<file path="src/rtl/semaforo_pkg.sv">
// Shared types for the semaforo_seq lamp driver: state codes, lamp patterns, directions.
// Optional max-green limit is enabled by defining SEMAFORO_MAXGREEN_EN.
package semaforo_pkg;

  typedef enum logic [2:0] {
    CLR_INIT = 3'd0,
    NS_G     = 3'd1,
    NS_Y     = 3'd2,
    NS_CLR   = 3'd3,
    LO_G     = 3'd4,
    LO_Y     = 3'd5,
    LO_CLR   = 3'd6
  } state_e;

  typedef enum logic {
    NS = 1'b0,
    LO = 1'b1
  } dir_e;

  localparam logic [2:0] LAMP_R = 3'b100;
  localparam logic [2:0] LAMP_Y = 3'b010;
  localparam logic [2:0] LAMP_G = 3'b001;

  typedef struct packed {
    logic [2:0] ns;
    logic [2:0] lo;
  } lamps_t;

  // Anything not explicitly green or yellow shows red on both heads.
  function automatic lamps_t lamps_of(input state_e s);
    lamps_t l;
    case (s)
      NS_G:    begin l.ns = LAMP_G; l.lo = LAMP_R; end
      NS_Y:    begin l.ns = LAMP_Y; l.lo = LAMP_R; end
      LO_G:    begin l.ns = LAMP_R; l.lo = LAMP_G; end
      LO_Y:    begin l.ns = LAMP_R; l.lo = LAMP_Y; end
      default: begin l.ns = LAMP_R; l.lo = LAMP_R; end
    endcase
    return l;
  endfunction

endpackage

</file>
<file path="src/rtl/semaforo_timer.sv">
// Loadable down-counter with tick enable and zero flag; holds at zero until reloaded.
module semaforo_timer #(
  parameter int            CW      = 4,
  parameter logic [CW-1:0] RST_VAL = {CW{1'b0}}
) (
  input  logic          clk,
  input  logic          rst,
  input  logic          tick,
  input  logic          load,
  input  logic [CW-1:0] load_val,
  output logic [CW-1:0] cnt,
  output logic          zero
);

  logic [CW-1:0] cnt_r;

  // Load wins over counting so a state entry always starts from a full dwell.
  always_ff @(posedge clk or posedge rst) begin
    if (rst) begin
      cnt_r <= RST_VAL;
    end else if (load) begin
      cnt_r <= load_val;
    end else if (tick && (cnt_r != {CW{1'b0}})) begin
      cnt_r <= cnt_r - {{(CW-1){1'b0}}, 1'b1};
    end else begin
      cnt_r <= cnt_r;
    end
  end

  assign cnt  = cnt_r;
  assign zero = (cnt_r == {CW{1'b0}});

endmodule

</file>
<file path="src/rtl/semaforo_seq.sv">
// Traffic-light lamp sequencer: green -> yellow -> all-red with tick-counted dwell times.
// Define SEMAFORO_MAXGREEN_EN to add the max-green starvation bound (second timer).
module semaforo_seq
  import semaforo_pkg::*;
#(
  parameter int T_GREEN_MIN = 4,
  parameter int T_YELLOW    = 2,
  parameter int T_CLEAR     = 1,
  parameter int T_GREEN_MAX = 12,
  parameter int CW          = 4
) (
  input  logic       clk,
  input  logic       rst,
  input  logic       tick,
  input  logic       N_S,
  input  logic       L_O,
  output logic [2:0] ns_lamp,
  output logic [2:0] lo_lamp,
  output logic [2:0] phase,
  output logic       busy
);

  localparam logic [CW-1:0] LD_GREEN  = CW'(T_GREEN_MIN - 1);
  localparam logic [CW-1:0] LD_YELLOW = CW'(T_YELLOW - 1);
  localparam logic [CW-1:0] LD_CLEAR  = CW'(T_CLEAR - 1);

  // Every dwell must be at least one tick and fit the counter.
  if ((T_GREEN_MIN < 1) || (T_YELLOW < 1) || (T_CLEAR < 1) || (T_GREEN_MAX < 1) ||
      ((T_GREEN_MIN - 1) >= (1 << CW)) || ((T_YELLOW - 1) >= (1 << CW)) ||
      ((T_CLEAR - 1) >= (1 << CW)) || ((T_GREEN_MAX - 1) >= (1 << CW))) begin : g_bad_timing
    $error("semaforo_seq: dwell parameters out of range for CW");
  end

  state_e        state_r;
  state_e        state_s;
  dir_e          last_r;
  dir_e          last_s;
  logic          load_s;
  logic [CW-1:0] load_val_s;
  logic [CW-1:0] cnt_s;
  logic          zero_s;
  logic          gmax_s;
  lamps_t        lamps_s;

  function automatic logic [CW-1:0] dwell(input state_e s);
    case (s)
      NS_G, LO_G: return LD_GREEN;
      NS_Y, LO_Y: return LD_YELLOW;
      default:    return LD_CLEAR;
    endcase
  endfunction

  semaforo_timer #(
    .CW      (CW),
    .RST_VAL (LD_CLEAR)
  ) u_dwell (
    .clk      (clk),
    .rst      (rst),
    .tick     (tick),
    .load     (load_s),
    .load_val (load_val_s),
    .cnt      (cnt_s),
    .zero     (zero_s)
  );

`ifdef SEMAFORO_MAXGREEN_EN
  localparam logic [CW-1:0] LD_GMAX = CW'(T_GREEN_MAX - 1);
  logic          gload_s;
  logic [CW-1:0] gcnt_s;
  logic          gzero_s;

  assign gload_s = ((state_s == NS_G) && (state_r != NS_G)) ||
                   ((state_s == LO_G) && (state_r != LO_G));

  semaforo_timer #(
    .CW      (CW),
    .RST_VAL (LD_GMAX)
  ) u_gmax (
    .clk      (clk),
    .rst      (rst),
    .tick     (tick),
    .load     (gload_s),
    .load_val (LD_GMAX),
    .cnt      (gcnt_s),
    .zero     (gzero_s)
  );

  assign gmax_s = tick && gzero_s;
`else
  assign gmax_s = 1'b0;
`endif

  // State, direction memory and registered Moore outputs; all change on the same edge.
  always_ff @(posedge clk or posedge rst) begin
    if (rst) begin
      state_r <= CLR_INIT;
      last_r  <= LO;
      ns_lamp <= LAMP_R;
      lo_lamp <= LAMP_R;
      phase   <= 3'd0;
    end else begin
      state_r <= state_s;
      last_r  <= last_s;
      ns_lamp <= lamps_s.ns;
      lo_lamp <= lamps_s.lo;
      phase   <= state_s;
    end
  end

  // Next-state: exit rules are evaluated only on a tick with the dwell counter at zero.
  always_comb begin
    state_s = state_r;
    load_s  = 1'b0;
    case (state_r)
      CLR_INIT, NS_CLR, LO_CLR: begin
        if (tick && zero_s) begin
          load_s = 1'b1;
          if (N_S && (!L_O || (last_r == LO))) begin
            state_s = NS_G;
          end else if (L_O) begin
            state_s = LO_G;
          end else begin
            state_s = state_r;
          end
        end else begin
          state_s = state_r;
        end
      end
      NS_G: begin
        if (tick && (zero_s || gmax_s) && L_O) begin
          state_s = NS_Y;
          load_s  = 1'b1;
        end else begin
          state_s = NS_G;
        end
      end
      LO_G: begin
        if (tick && (zero_s || gmax_s) && N_S) begin
          state_s = LO_Y;
          load_s  = 1'b1;
        end else begin
          state_s = LO_G;
        end
      end
      NS_Y: begin
        if (tick && zero_s) begin
          state_s = NS_CLR;
          load_s  = 1'b1;
        end else begin
          state_s = NS_Y;
        end
      end
      LO_Y: begin
        if (tick && zero_s) begin
          state_s = LO_CLR;
          load_s  = 1'b1;
        end else begin
          state_s = LO_Y;
        end
      end
      default: begin
        state_s = CLR_INIT;
        load_s  = 1'b1;
      end
    endcase
  end

  // Output decode; busy follows the live requests, so it comes from the registered state.
  always_comb begin
    load_val_s = dwell(state_s);
    lamps_s    = lamps_of(state_s);
    last_s     = last_r;
    busy       = 1'b1;
    if ((state_s == NS_G) && (state_r != NS_G)) begin
      last_s = NS;
    end else if ((state_s == LO_G) && (state_r != LO_G)) begin
      last_s = LO;
    end else begin
      last_s = last_r;
    end
    case (state_r)
      NS_G:    busy = !((cnt_s == {CW{1'b0}}) && !L_O);
      LO_G:    busy = !((cnt_s == {CW{1'b0}}) && !N_S);
      default: busy = 1'b1;
    endcase
  end

endmodule

</file>
<file path="config.mk">
export PLATFORM = sky130hd
export DESIGN_NAME = semaforo_seq
export DESIGN_NICKNAME = d
export VERILOG_FILES = /design/src/rtl/semaforo_pkg.sv /design/src/rtl/semaforo_timer.sv /design/src/rtl/semaforo_seq.sv
export SDC_FILE = /design/constraint.sdc
export NUM_CORES = 1
export LEC_CHECK = 0
export BUFFER_PORTS_ARGS = -buffer_cell sky130_fd_sc_hd__buf_2
export CAP_MARGIN = 25
export CORE_MARGIN = 2
export CORE_UTILIZATION = 41
export CTS_CLUSTER_SIZE = 30
export DETAILED_ROUTE_END_ITERATION = 10
export PLACE_DENSITY = 0.66
export SYNTH_ARGS = -nofsm -noshare
export SYNTH_HDL_FRONTEND = slang
export SYNTH_SLANG_ARGS = --single-unit
</file>
<file path="constraint.sdc">
create_clock -name clk -period 4 [get_ports clk]
set_clock_uncertainty 0.05 [all_clocks]
set_input_delay 0.2 -clock clk [delete_from_list [all_inputs] [get_ports clk]]
set_output_delay 0.2 -clock clk [all_outputs]
set_load 0.05 [all_outputs]
</file>
==> results of run 1 <==
cell type report:
class / count / area [um2]
Tap cell: 27 / 33.78
Clock buffer: 4 / 36.28
Timing Repair Buffer: 15 / 80.08
Fill cell: 168 / 989.7
Multi-Input combinational cell: 67 / 457.9
Sequential cell: 14 / 354.1
Inverter: 8 / 30.03
layout by cell type (no fill, tap or decap), types with 2 or more instances in the layout:
master    instances
a31oi_1           2
a41oi_1           2
o22ai_1           4
o21a_1            2
nor2b_1           2
nand2b_1          3
xnor2_1           4
dfstp_2           3
nand3_1           3
inv_1             7
buf_2            14
ha_1              2
nand2_1           9
a21oi_1           5
nor2_1           10
clkbuf_4          3
dfrtp_1          11
what timing repair did:
action,in CTS,in global routing
gates resized for setup,0,0
buffers inserted,0,0
endpoints found under the hold margin,11,0
hold buffers,1,0
sequential cells by signal, summed over array words and instances, names as in the netlist:
register     count
u_dwell.cnt      4
last_r           1
lo_lamp          3
state_r          3
ns_lamp          3
kinds of logic after synthesis:
group,Yosys count,synth area share
AOI/OAI and AO/OA,26,0.2431
buffers and inverters,12,0.06078
adders and majority gates,2,0.02894
DFF,14,0.4096
xor gates and xnor gates,5,0.05065
and+or+nand+nor,34,0.2070
stage by stage:
stage	cells	hold WS [ps]	worst slack, ps
final	135	239.2	1888
after global routing	135	265.2	1744
after CTS	135	242.8	1881
after detailed placement	130	200.7	1897
after global placement	130	206.8	1943
after floorplan	93	37.07	1903
critical path, stage by stage (launching register included):
cell	delay [ps]
dfrtp_1	410
inv_1	90
ha_1	200
and4bb_4	310
a21oi_2	80
a21oi_4	150
o221ai_4	170
or3_1	420
a31oi_1	170
worst min-delay path by stage:
| stage | to | slack (ps) | cells past startpoint |
|---|---|---|---|
| 2_1_floorplan | lo_lamp[0] | 40 | 1 |
| 6_report | lo_lamp[1] | 240 | 3 |
| 3_5_place_dp | u_dwell.cnt[3] | 200 | 2 |
| 5_1_grt | lo_lamp[1] | 270 | 3 |
| 4_1_cts | lo_lamp[1] | 240 | 3 |
| 3_3_place_gp | u_dwell.cnt[3] | 210 | 2 |
power groups by stage:
stage / combinational (mW) / clock, mW / sequential [mW]
3_5_place_dp: 0.466 / 0 / 0.280
5_1_grt: 0.517 / 0.111 / 0.287
3_3_place_gp: 0.464 / 0 / 0.278
6_report: 0.466 / 0.101 / 0.278
4_1_cts: 0.468 / 0.102 / 0.277
2_1_floorplan: 0.314 / 0 / 0.344
cell usage after synthesis (2+ instances only):
| cell | number |
|---|---|
| a41oi_1 | 2 |
| nand2b_1 | 3 |
| dfrtp_1 | 11 |
| nand2_1 | 9 |
| o22ai_1 | 4 |
| a31oi_1 | 2 |
| dfstp_2 | 3 |
| ha_1 | 2 |
| inv_1 | 7 |
| nor2b_1 | 2 |
| a21oi_1 | 5 |
| nor2_1 | 10 |
| o21a_1 | 2 |
| nand3_1 | 3 |
| xnor2_1 | 4 |
| buf_2 | 3 |
metal layers:
| metal | share of wire | routed length [um] |
|---|---|---|
| met1 | 0.47 | 800 |
| met2 | 0.46 | 784 |
| met3 | 0.047 | 79 |
| met4 | 0.015 | 25 |
| met5 | 0 | 0 |
==> metrics.csv, run 1 <==
stage,metric,value,unit
setup_path,worst r2r dst,u_dwell.cnt[0],
power,Pwr Density,851.2,nW/um2
setup_path,FF-to-FF setup slack,1890,ps
floorplan,IO Pins,15,
placed_design,placed wire-length estimate,1304,um
timing,Fin. Hold Viols,0,
floorplan,total core area,1982,um2
worst_hold_path,hold_sp,N_S,
final_layout,share of cells above drive strength 1,0.2593,
placed_design,port bufs,14,
timing,Slew HR,0.6586,
setup_path,Startpoint Class,flop,
logic_synthesis,"top cells by area, synth","dfrtp_1, dfstp_2, nor2_1",
final_layout,antenna fix cells,0,
worst_hold_path,worst hold path class,input pin to flop,
timing,RSZ-0062 raised after global routing,no,
logic_synthesis,cell taking the most area after synthesis,dfrtp_1,
drt,First DRT Iteration DRCs,14,
power,Peak VDD IR,0.4729,mV
global_routing,GR peak layer,met2,
power,logic gate share of total power,0.551,
global_routing,global-route wire length before repair,2953,um
timing,Slew @ Worst Pin,512.0,ps
clock_tree,CTS Root Cell,clkbuf_4,
setup_path,CP arrival,2270,ps
timing,period utilization,0.5279,
floorplan,die width,49.92,um
logic_synthesis,Post-synth EDFFs,0,
global_routing,"Remaining Overflow, GRT",0,
power,Clock power frac,0.120,
logic_synthesis,Synth Flop Type,dfrtp_1,
clock_tree,# H-tree levels,1,
floorplan,FP Rows,16,
drt,routed wire length,1688,um
timing,"Slew Viols, Final",0,
clock_tree,CTS max path bufs,2,
drt,Wirelength per Cell,12.50,um
clock_tree,worst skew pair latency,280,ps
setup_path,Reg2Reg Launch Point,u_dwell.cnt[0],
setup_path,critical path capture point type,flop,
drt,Post-route DRC,0,
global_routing,GR Layer Usage met1,0.2118,
power,internal power,0.4199,mW
floorplan,Initial Utilization,0.4362,
timing,# setup viols final,0,
clock_tree,clock input transition at the sequential cells of the worst setup and hold paths,80,ps
outcome,run status,completed,
drt,antenna-violating nets left,0,
placed_design,GP Congestion,0.8821,
clock_tree,Num CTS Buffers,3,
setup_path,WS Path Type,flop to flop,
logic_synthesis,Post-Syn Area,864.6,um2
logic_synthesis,"Seq/Total Area, Yosys",0.4096,
logic_synthesis,post-synth top area share,0.3184,
clock_tree,clk sink count,14,
power,static leakage,0.4455,nW
logic_synthesis,Async SR Flop Fraction,1.000,
power,NetSw,0.4247,mW
logic_synthesis,"Distinct cells, synth",37,
timing,Total Neg Setup Slack,0,ps
logic_synthesis,Synth Instances,93,
power,Sw Share,0.5029,
power,Overall Power,0.8446,mW
timing,achievable frequency,0.4736,GHz
final_layout,Total Nets Final,116,
drt,Vias/cell,5.400,
floorplan,Die ar.,2492,um2
logic_synthesis,syn avg cell area,9.297,um2
power,Reg power frac,0.329,
final_layout,Area Growth Syn to Fin,14.76,%
drt,via count,729,
final_layout,fin util,0.5006,
setup_path,Setup crit start,u_dwell.cnt[0],
global_routing,largest net degree at the start of global routing,15,
logic_synthesis,Post-Syn Nets,100,
job,max_cap viols,0,
global_routing,met3 Resource Use GR,0.03030,
timing,Final min period,2112,ps
setup_path,worst-case reg-to-reg path depth,8,
floorplan,Die Y,49.92,um
global_routing,initial antenna violation count,0,
logic_synthesis,total of warnings raised by yosys,0,
global_routing,GRT met2 Usage,0.2311,
global_routing,global-route usage over all layers,0.1517,
global_routing,vias in the first global route,671,
logic_synthesis,Synth Register Bits,14,
setup_path,Crit path required time,4160,ps
clock_tree,CTS tree,done,
setup_path,Max Fanout on Critical Path,8,
drt,TritonRoute pass-1 iters,4,
placed_design,placed cell area,945.9,um2
final_layout,post-route cell area,992.2,um2
setup_path,end of the critical path,u_dwell.cnt[0],
(Power assumes the default switching activity.)
==> run 2: changes to the inputs <==
--- a/config.mk
+++ b/config.mk
@@ -5,13 +5,14 @@
 export SDC_FILE = /design/constraint.sdc
 export NUM_CORES = 1
 export LEC_CHECK = 0
+export ABC_AREA = 1
 export BUFFER_PORTS_ARGS = -buffer_cell sky130_fd_sc_hd__buf_2
 export CAP_MARGIN = 25
 export CORE_MARGIN = 2
 export CORE_UTILIZATION = 41
 export CTS_CLUSTER_SIZE = 30
 export DETAILED_ROUTE_END_ITERATION = 10
-export PLACE_DENSITY = 0.66
+export PLACE_DENSITY = 0.68
 export SYNTH_ARGS = -nofsm -noshare
 export SYNTH_HDL_FRONTEND = slang
 export SYNTH_SLANG_ARGS = --single-unit
==> constraint.sdc (replaced) <==
create_clock -name clk -period 1.84 [get_ports clk]
set_clock_uncertainty 0.05 [all_clocks]
set_input_delay 0.092 -clock clk [delete_from_list [all_inputs] [get_ports clk]]
set_output_delay 0.092 -clock clk [all_outputs]
set_load 0.05 [all_outputs]
==> metrics.csv, run 2 <==
stage,metric,value,unit,change
outcome,run status,completed,,
floorplan,die width,54.96,um,+10%
drt,TritonRoute pass-1 iters,4,,unchanged
final_layout,Total Nets Final,158,,+36%
setup_path,worst r2r dst,u_dwell.cnt[0],,
setup_path,FF-to-FF setup slack,150,ps,-1740 ps
timing,"Slew Viols, Final",0,,unchanged
drt,Vias/cell,5.061,,-6.3%
global_routing,initial antenna violation count,0,,unchanged
worst_hold_path,worst hold path class,input pin to flop,,
drt,antenna-violating nets left,0,,unchanged
global_routing,met3 Resource Use GR,0.05645,,+0.02615
setup_path,worst-case reg-to-reg path depth,10,,+2
final_layout,antenna fix cells,0,,unchanged
setup_path,worst-path cell chain,inv_2 > nand2_2 > nor2_2 > o21ai_0 > nand4_1 > buf_2,,
floorplan,total core area,2477,um2,+25%
floorplan,FP Rows,18,,+2
timing,Fin. Hold Viols,0,,unchanged
setup_path,Crit path required time,1700,ps,-2460 ps
clock_tree,CTS tree,done,,
clock_tree,CTS Root Cell,clkbuf_4,,
global_routing,global-route wire length before repair,3608,um,+22%
global_routing,global-route usage over all layers,0.1699,,+0.01815
power,Overall Power,2.149,mW,+150%
timing,RSZ-0062 raised after global routing,no,,
final_layout,share of cells above drive strength 1,0.4333,,+0.1741
job,max_cap viols,0,,unchanged
global_routing,GR peak layer,met2,,
logic_synthesis,"Seq/Total Area, Yosys",0.3325,,-0.07700
placed_design,placed wire-length estimate,1659,um,+27%
final_layout,max FFs per register,4,,unchanged
logic_synthesis,total of warnings raised by yosys,0,,unchanged
logic_synthesis,Post-synth EDFFs,0,,unchanged
power,static leakage,0.6192,nW,+39%
drt,First DRT Iteration DRCs,10,,-4
timing,Slew @ Worst Pin,518.1,ps,+6.078 ps
final_layout,fin util,0.4874,,-0.01326
logic_synthesis,"Distinct cells, synth",25,,-32%
placed_design,GP Congestion,0.8821,,unchanged
setup_path,end of the critical path,busy,,
logic_synthesis,Async SR Flop Fraction,1.000,,unchanged
global_routing,largest net degree at the start of global routing,15,,unchanged
logic_synthesis,syn avg cell area,8.006,um2,-14%
logic_synthesis,Synth top cells by count,"nand2_1, inv_1, nand3_1",,
clock_tree,Num CTS Buffers,3,,unchanged
logic_synthesis,post-synth top area share,0.2585,,-0.05986
placed_design,port bufs,14,,unchanged
timing,period utilization,0.9387,,
setup_path,WP depth,6,,-2
timing,Final min period,1727,ps,
setup_path,CP arrival,1590,ps,-680 ps
setup_path,CP top delay family,flip-flops,,
floorplan,Die ar.,3021,um2,+21%
power,Peak VDD IR,0.9849,mV,+110%
drt,via count,911,,+25%
setup_path,CP max-delay cell,dfrtp_2,,
final_layout,Area Growth Syn to Fin,13.40,%,
final_layout,"commonest cells after routing, fill and taps aside","nand2_1, buf_2, nand3_1, inv_1",,
timing,# setup viols final,0,,unchanged
setup_path,Startpoint Class,flop,,
logic_synthesis,Synth Register Bits,14,,unchanged
floorplan,IO Pins,15,,unchanged
logic_synthesis,Synth Instances,133,,+43%
floorplan,Die Y,54.96,um,+10%
power,Pwr Density,1780,nW/um2,+110%
logic_synthesis,Post-Syn Nets,140,,+40%
setup_path,buffers plus inverters on the worst setup path,2,,+1
clock_tree,CTS max path bufs,2,,unchanged
logic_synthesis,cell taking the most area after synthesis,dfrtp_1,,
clock_tree,# H-tree levels,1,,unchanged
drt,Post-route DRC,0,,unchanged
final_layout,most common library cell in the layout ignoring fill and taps,nand2_1,,
timing,achievable frequency,0.5790,GHz,
global_routing,"Remaining Overflow, GRT",0,,unchanged
drt,routed wire length,2045,um,+21%
logic_synthesis,most frequent cell after synthesis,nand2_1,,
logic_synthesis,Post-Syn Area,1065,um2,+23%
setup_path,critical path's largest stage delay,500,ps,+80 ps
setup_path,Max Fanout on Critical Path,6,,-2
timing,Slew HR,0.6542,,-0.004433
setup_path,critical path capture point type,primary output,,
clock_tree,clk sink count,14,,unchanged
timing,Total Neg Setup Slack,0,ps,unchanged
clock_tree,worst skew pair latency,280,ps,about the same
logic_synthesis,Synth Flop Type,dfrtp_1,,
floorplan,Initial Utilization,0.4298,,-0.006439
setup_path,Reg2Reg Launch Point,state_r[2],,
clock_tree,clock input transition at the sequential cells of the worst setup and hold paths,80,ps,about the same
setup_path,WS Path Type,flop to primary output,,
global_routing,GRT met2 Usage,0.2877,,+0.05659
drt,Wirelength per Cell,11.36,um,-9.1%
setup_path,Setup crit start,state_r[1],,
logic_synthesis,"top cells by area, synth","dfrtp_1, nand2_1, dfstp_2",,
global_routing,GR Layer Usage met1,0.1930,,-0.01888
global_routing,vias in the first global route,860,,+28%
==> run 2: metal layers <==
metal / share of wire / vias up
met5: 0 / -
met4: 0.027 / 0
met3: 0.067 / 10
met2: 0.51 / 32
met1: 0.39 / 415
li1: - / 454
==> run 2: final cells by class <==
type	count	area [um2]
clock buffers	4	36.28
fillers	247	1270
inverters	21	81.33
multi-input cells	95	608.1
flip-flops and latches	14	356.6
well taps	30	37.54
repair buffers	16	87.58
==> run 2: metrics by stage <==
step	worst slack, ps	instances	area [um2]	hold WS (ps)
2_1_floorplan	70.12	133	1065	-70.93
3_3_place_gp	62.53	175	1146	88.99
3_5_place_dp	42.93	175	1146	109.6
4_1_cts	38.53	180	1196	230.4
5_1_grt	9.708	180	1207	255.0
6_report	112.8	180	1207	234.8
==> run 2: worst register-to-register path: cells and delay by family (launching register included) <==
| family | cells | cell delay (ps) |
|---|---|---|
| AND/OR/NAND/NOR | 9 | 890 |
| flip-flops | 1 | 610 |
| buffers and inverters | 1 | 90 |
==> run 2: power by group <==
group          internal [mW]  leakage, nW  switching, mW  total, mW
clock                  0.120       0.0210         0.0970      0.217
combinational          0.409        0.433          0.940       1.35
sequential             0.446        0.165          0.138      0.584
total                  0.975        0.619           1.17       2.15
==> run 2: kinds of logic (layout without fill, tap and decap cells) <==
| group | after synthesis | count (layout) | synth area share |
|---|---|---|---|
| xor+xnor | 1 | 1 | 0.008227 |
| simple gates | 84 | 84 | 0.4842 |
| fa+ha+maj | 2 | 2 | 0.02350 |
| buf+inv | 24 | 41 | 0.1081 |
| flops | 14 | 14 | 0.3326 |
| compound gates | 8 | 8 | 0.04347 |
==> run 2: worst min-delay path by stage <==
stage | start | endpoint | cells after the start
2_1_floorplan | rst | lo_lamp[0] | 1
4_1_cts | tick | u_dwell.cnt[0] | 5
3_5_place_dp | rst | u_dwell.cnt[0] | 2
6_report | tick | u_dwell.cnt[0] | 5
3_3_place_gp | rst | u_dwell.cnt[0] | 2
5_1_grt | tick | u_dwell.cnt[0] | 5
==> run 2: timing repair <==
item	CTS	global route
endpoints found under the setup margin	1	3
setup buffers	0	0
hold buffers	1	0
hold endpoints to repair	11	0
resized for setup	2	3
==> run 3: changes to the inputs <==
--- a/config.mk
+++ b/config.mk
@@ -12,7 +12,7 @@
 export CORE_UTILIZATION = 41
 export CTS_CLUSTER_SIZE = 30
 export DETAILED_ROUTE_END_ITERATION = 10
-export PLACE_DENSITY = 0.68
+export PLACE_DENSITY = 0.65
 export SYNTH_ARGS = -nofsm -noshare
 export SYNTH_HDL_FRONTEND = slang
 export SYNTH_SLANG_ARGS = --single-unit
==> constraint.sdc (replaced) <==
create_clock -name clk -period 1.7 [get_ports clk]
set_clock_uncertainty 0.05 [all_clocks]
set_input_delay 0.085 -clock clk [delete_from_list [all_inputs] [get_ports clk]]
set_output_delay 0.085 -clock clk [all_outputs]
set_load 0.05 [all_outputs]
==> metrics.csv, run 3 (synthesis results as in run 2) <==
stage,metric,value,unit,change
drt,routed wire length,2335,um,+14%
timing,period utilization,0.9796,,
drt,First DRT Iteration DRCs,18,,+8
clock_tree,CTS Root Cell,clkbuf_4,,
job,max_cap viols,0,,unchanged
floorplan,Die ar.,3021,um2,unchanged
final_layout,# fillers,241,,-2.4%
floorplan,Die Y,54.96,um,unchanged
setup_path,Reg2Reg Launch Point,state_r[1],,
setup_path,WS Path Type,flop to primary output,,
setup_path,FF-to-FF setup slack,40,ps,-110 ps
global_routing,initial antenna violation count,0,,unchanged
global_routing,global-route wire length before repair,3498,um,-3.0%
global_routing,"Remaining Overflow, GRT",0,,unchanged
drt,Vias/cell,4.974,,-1.7%
clock_tree,clock input transition at the sequential cells of the worst setup and hold paths,80,ps,about the same
outcome,run status,completed,,
timing,Slew @ Worst Pin,516.3,ps,-1.848 ps
power,Overall Power,2.676,mW,+25%
placed_design,GP Congestion,0.9531,,+8.0%
floorplan,die width,54.96,um,unchanged
setup_path,Setup crit start,state_r[1],,
setup_path,CP arrival,1530,ps,-60 ps
setup_path,end of the critical path,busy,,
final_layout,most common library cell in the layout ignoring fill and taps,nand2_1,,
drt,Wirelength per Cell,12.04,um,+5.9%
timing,Fin. Hold Viols,0,,unchanged
setup_path,Startpoint Class,flop,,
timing,"Slew Viols, Final",0,,unchanged
setup_path,worst r2r dst,last_r,,
global_routing,global-route usage over all layers,0.1636,,-0.006321
placed_design,port bufs,14,,unchanged
drt,Post-route DRC,0,,unchanged
floorplan,total core area,2477,um2,unchanged
drt,TritonRoute pass-1 iters,4,,unchanged
floorplan,IO Pins,15,,unchanged
worst_hold_path,worst hold path class,input pin to flop,,
timing,achievable frequency,0.6005,GHz,
placed_design,placed wire-length estimate,1673,um,+0.85%
final_layout,Total Nets Final,172,,+8.9%
global_routing,largest net degree at the start of global routing,15,,unchanged
final_layout,"commonest cells after routing, fill and taps aside","nand2_1, buf_2, buf_4, inv_2, nand3_1",,
timing,# setup viols final,0,,unchanged
timing,Final min period,1665,ps,
setup_path,Max Fanout on Critical Path,7,,+1
final_layout,antenna fix cells,0,,unchanged
clock_tree,worst skew pair latency,280,ps,about the same
timing,Total Neg Setup Slack,0,ps,unchanged
global_routing,vias in the first global route,831,,-3.4%
floorplan,FP Rows,18,,unchanged
power,Peak VDD IR,1.168,mV,+19%
timing,Hold WS,243.8,ps,+9.029 ps
clock_tree,Num CTS Buffers,3,,unchanged
drt,antenna-violating nets left,0,,unchanged
timing,Slew HR,0.6554,,+0.001233
clock_tree,clk sink count,14,,unchanged
power,Pwr Density,1931,nW/um2,+8.5%
clock_tree,CTS max path bufs,2,,unchanged
clock_tree,CTS tree,done,,
floorplan,Initial Utilization,0.4298,,unchanged
setup_path,Crit path required time,1560,ps,-140 ps
final_layout,max FFs per register,4,,unchanged
timing,RSZ-0062 raised after global routing,yes,,
worst_hold_path,Hold Path Depth,5,,unchanged
final_layout,Area Growth Syn to Fin,30.20,%,
drt,via count,965,,+5.9%
setup_path,worst-case reg-to-reg path depth,10,,unchanged
final_layout,share of cells above drive strength 1,0.5488,,+0.1154
power,static leakage,0.6997,nW,+13%
setup_path,critical path capture point type,primary output,,
clock_tree,# H-tree levels,1,,unchanged
==> run 3: cell types whose count changed in the layout (fill, tap and decap cells not counted), moves of 2 or more <==
cell	change
buf_4	+11
nor2_4	+4
buf_6	+2
inv_1	-2
nand2_1	-2
nand2_4	+2
nand3_1	-2
nor2_1	-2
nor2_2	-2
==> run 3: power by group <==
part / internal [mW] / switching [mW] / leakage [nW]
Sequential: 0.485 / 0.130 / 0.165
Combinational: 0.662 / 1.16 / 0.514
Clock: 0.130 / 0.105 / 0.0210
==> run 3: per-layer routing <==
layer  wire length (um)  track usage  vias up
met2               1254       0.2897       19
met1                982       0.1893      461
met3                 87      0.05914        2
li1                   -            -      483
met4                 10      0.03252        0
met5                  0            0        -
==> run 3: area by class of cell <==
class	count	area [um2]	share of cell area
tap	30	37.54	0.02708
timing repair buffer	30	197.7	0.1426
multi-input combinational	95	673.1	0.4856
inverter	21	83.83	0.06047
sequential	14	357.8	0.2581
clock buffer	4	36.28	0.02617
==> run 3: timing repair <==
action / 4_1_cts / 5_1_grt
setup buffers: 1 / 9
hold buffers: 1 / 0
endpoints found under the setup margin: 4 / 5
pin swaps: 0 / 7
gates resized for setup: 3 / 21
endpoints found under the hold margin: 11 / 0
==> run 3: how the worst min path moves through the flow <==
stage	start	end	slack [ps]
6_report	tick	u_dwell.cnt[1]	240
5_1_grt	tick	u_dwell.cnt[2]	270
4_1_cts	tick	u_dwell.cnt[1]	230
3_5_place_dp	rst	u_dwell.cnt[3]	100
3_3_place_gp	rst	u_dwell.cnt[3]	80
2_1_floorplan	rst	lo_lamp[0]	-80
==> run 3: worst max-delay path, cell delays in order, from the launching register on <==
cell	delay [ps]
dfrtp_2	500
nor2_8	160
nand2_1	90
buf_4	150
nand2_1	60
nand4_1	100
buf_6	170
==> run 3: per-stage QoR <==
step                std cells  worst slack (ps)  cell area [um2]  utilization
finish                    194             34.71             1386       0.5596
global route              194            -51.32             1386       0.5596
CTS                       185             7.524             1249       0.5040
detailed placement        179            -60.68             1180       0.4763
global placement          179            -31.70             1180       0.4763
floorplan                 133             39.03             1069            -
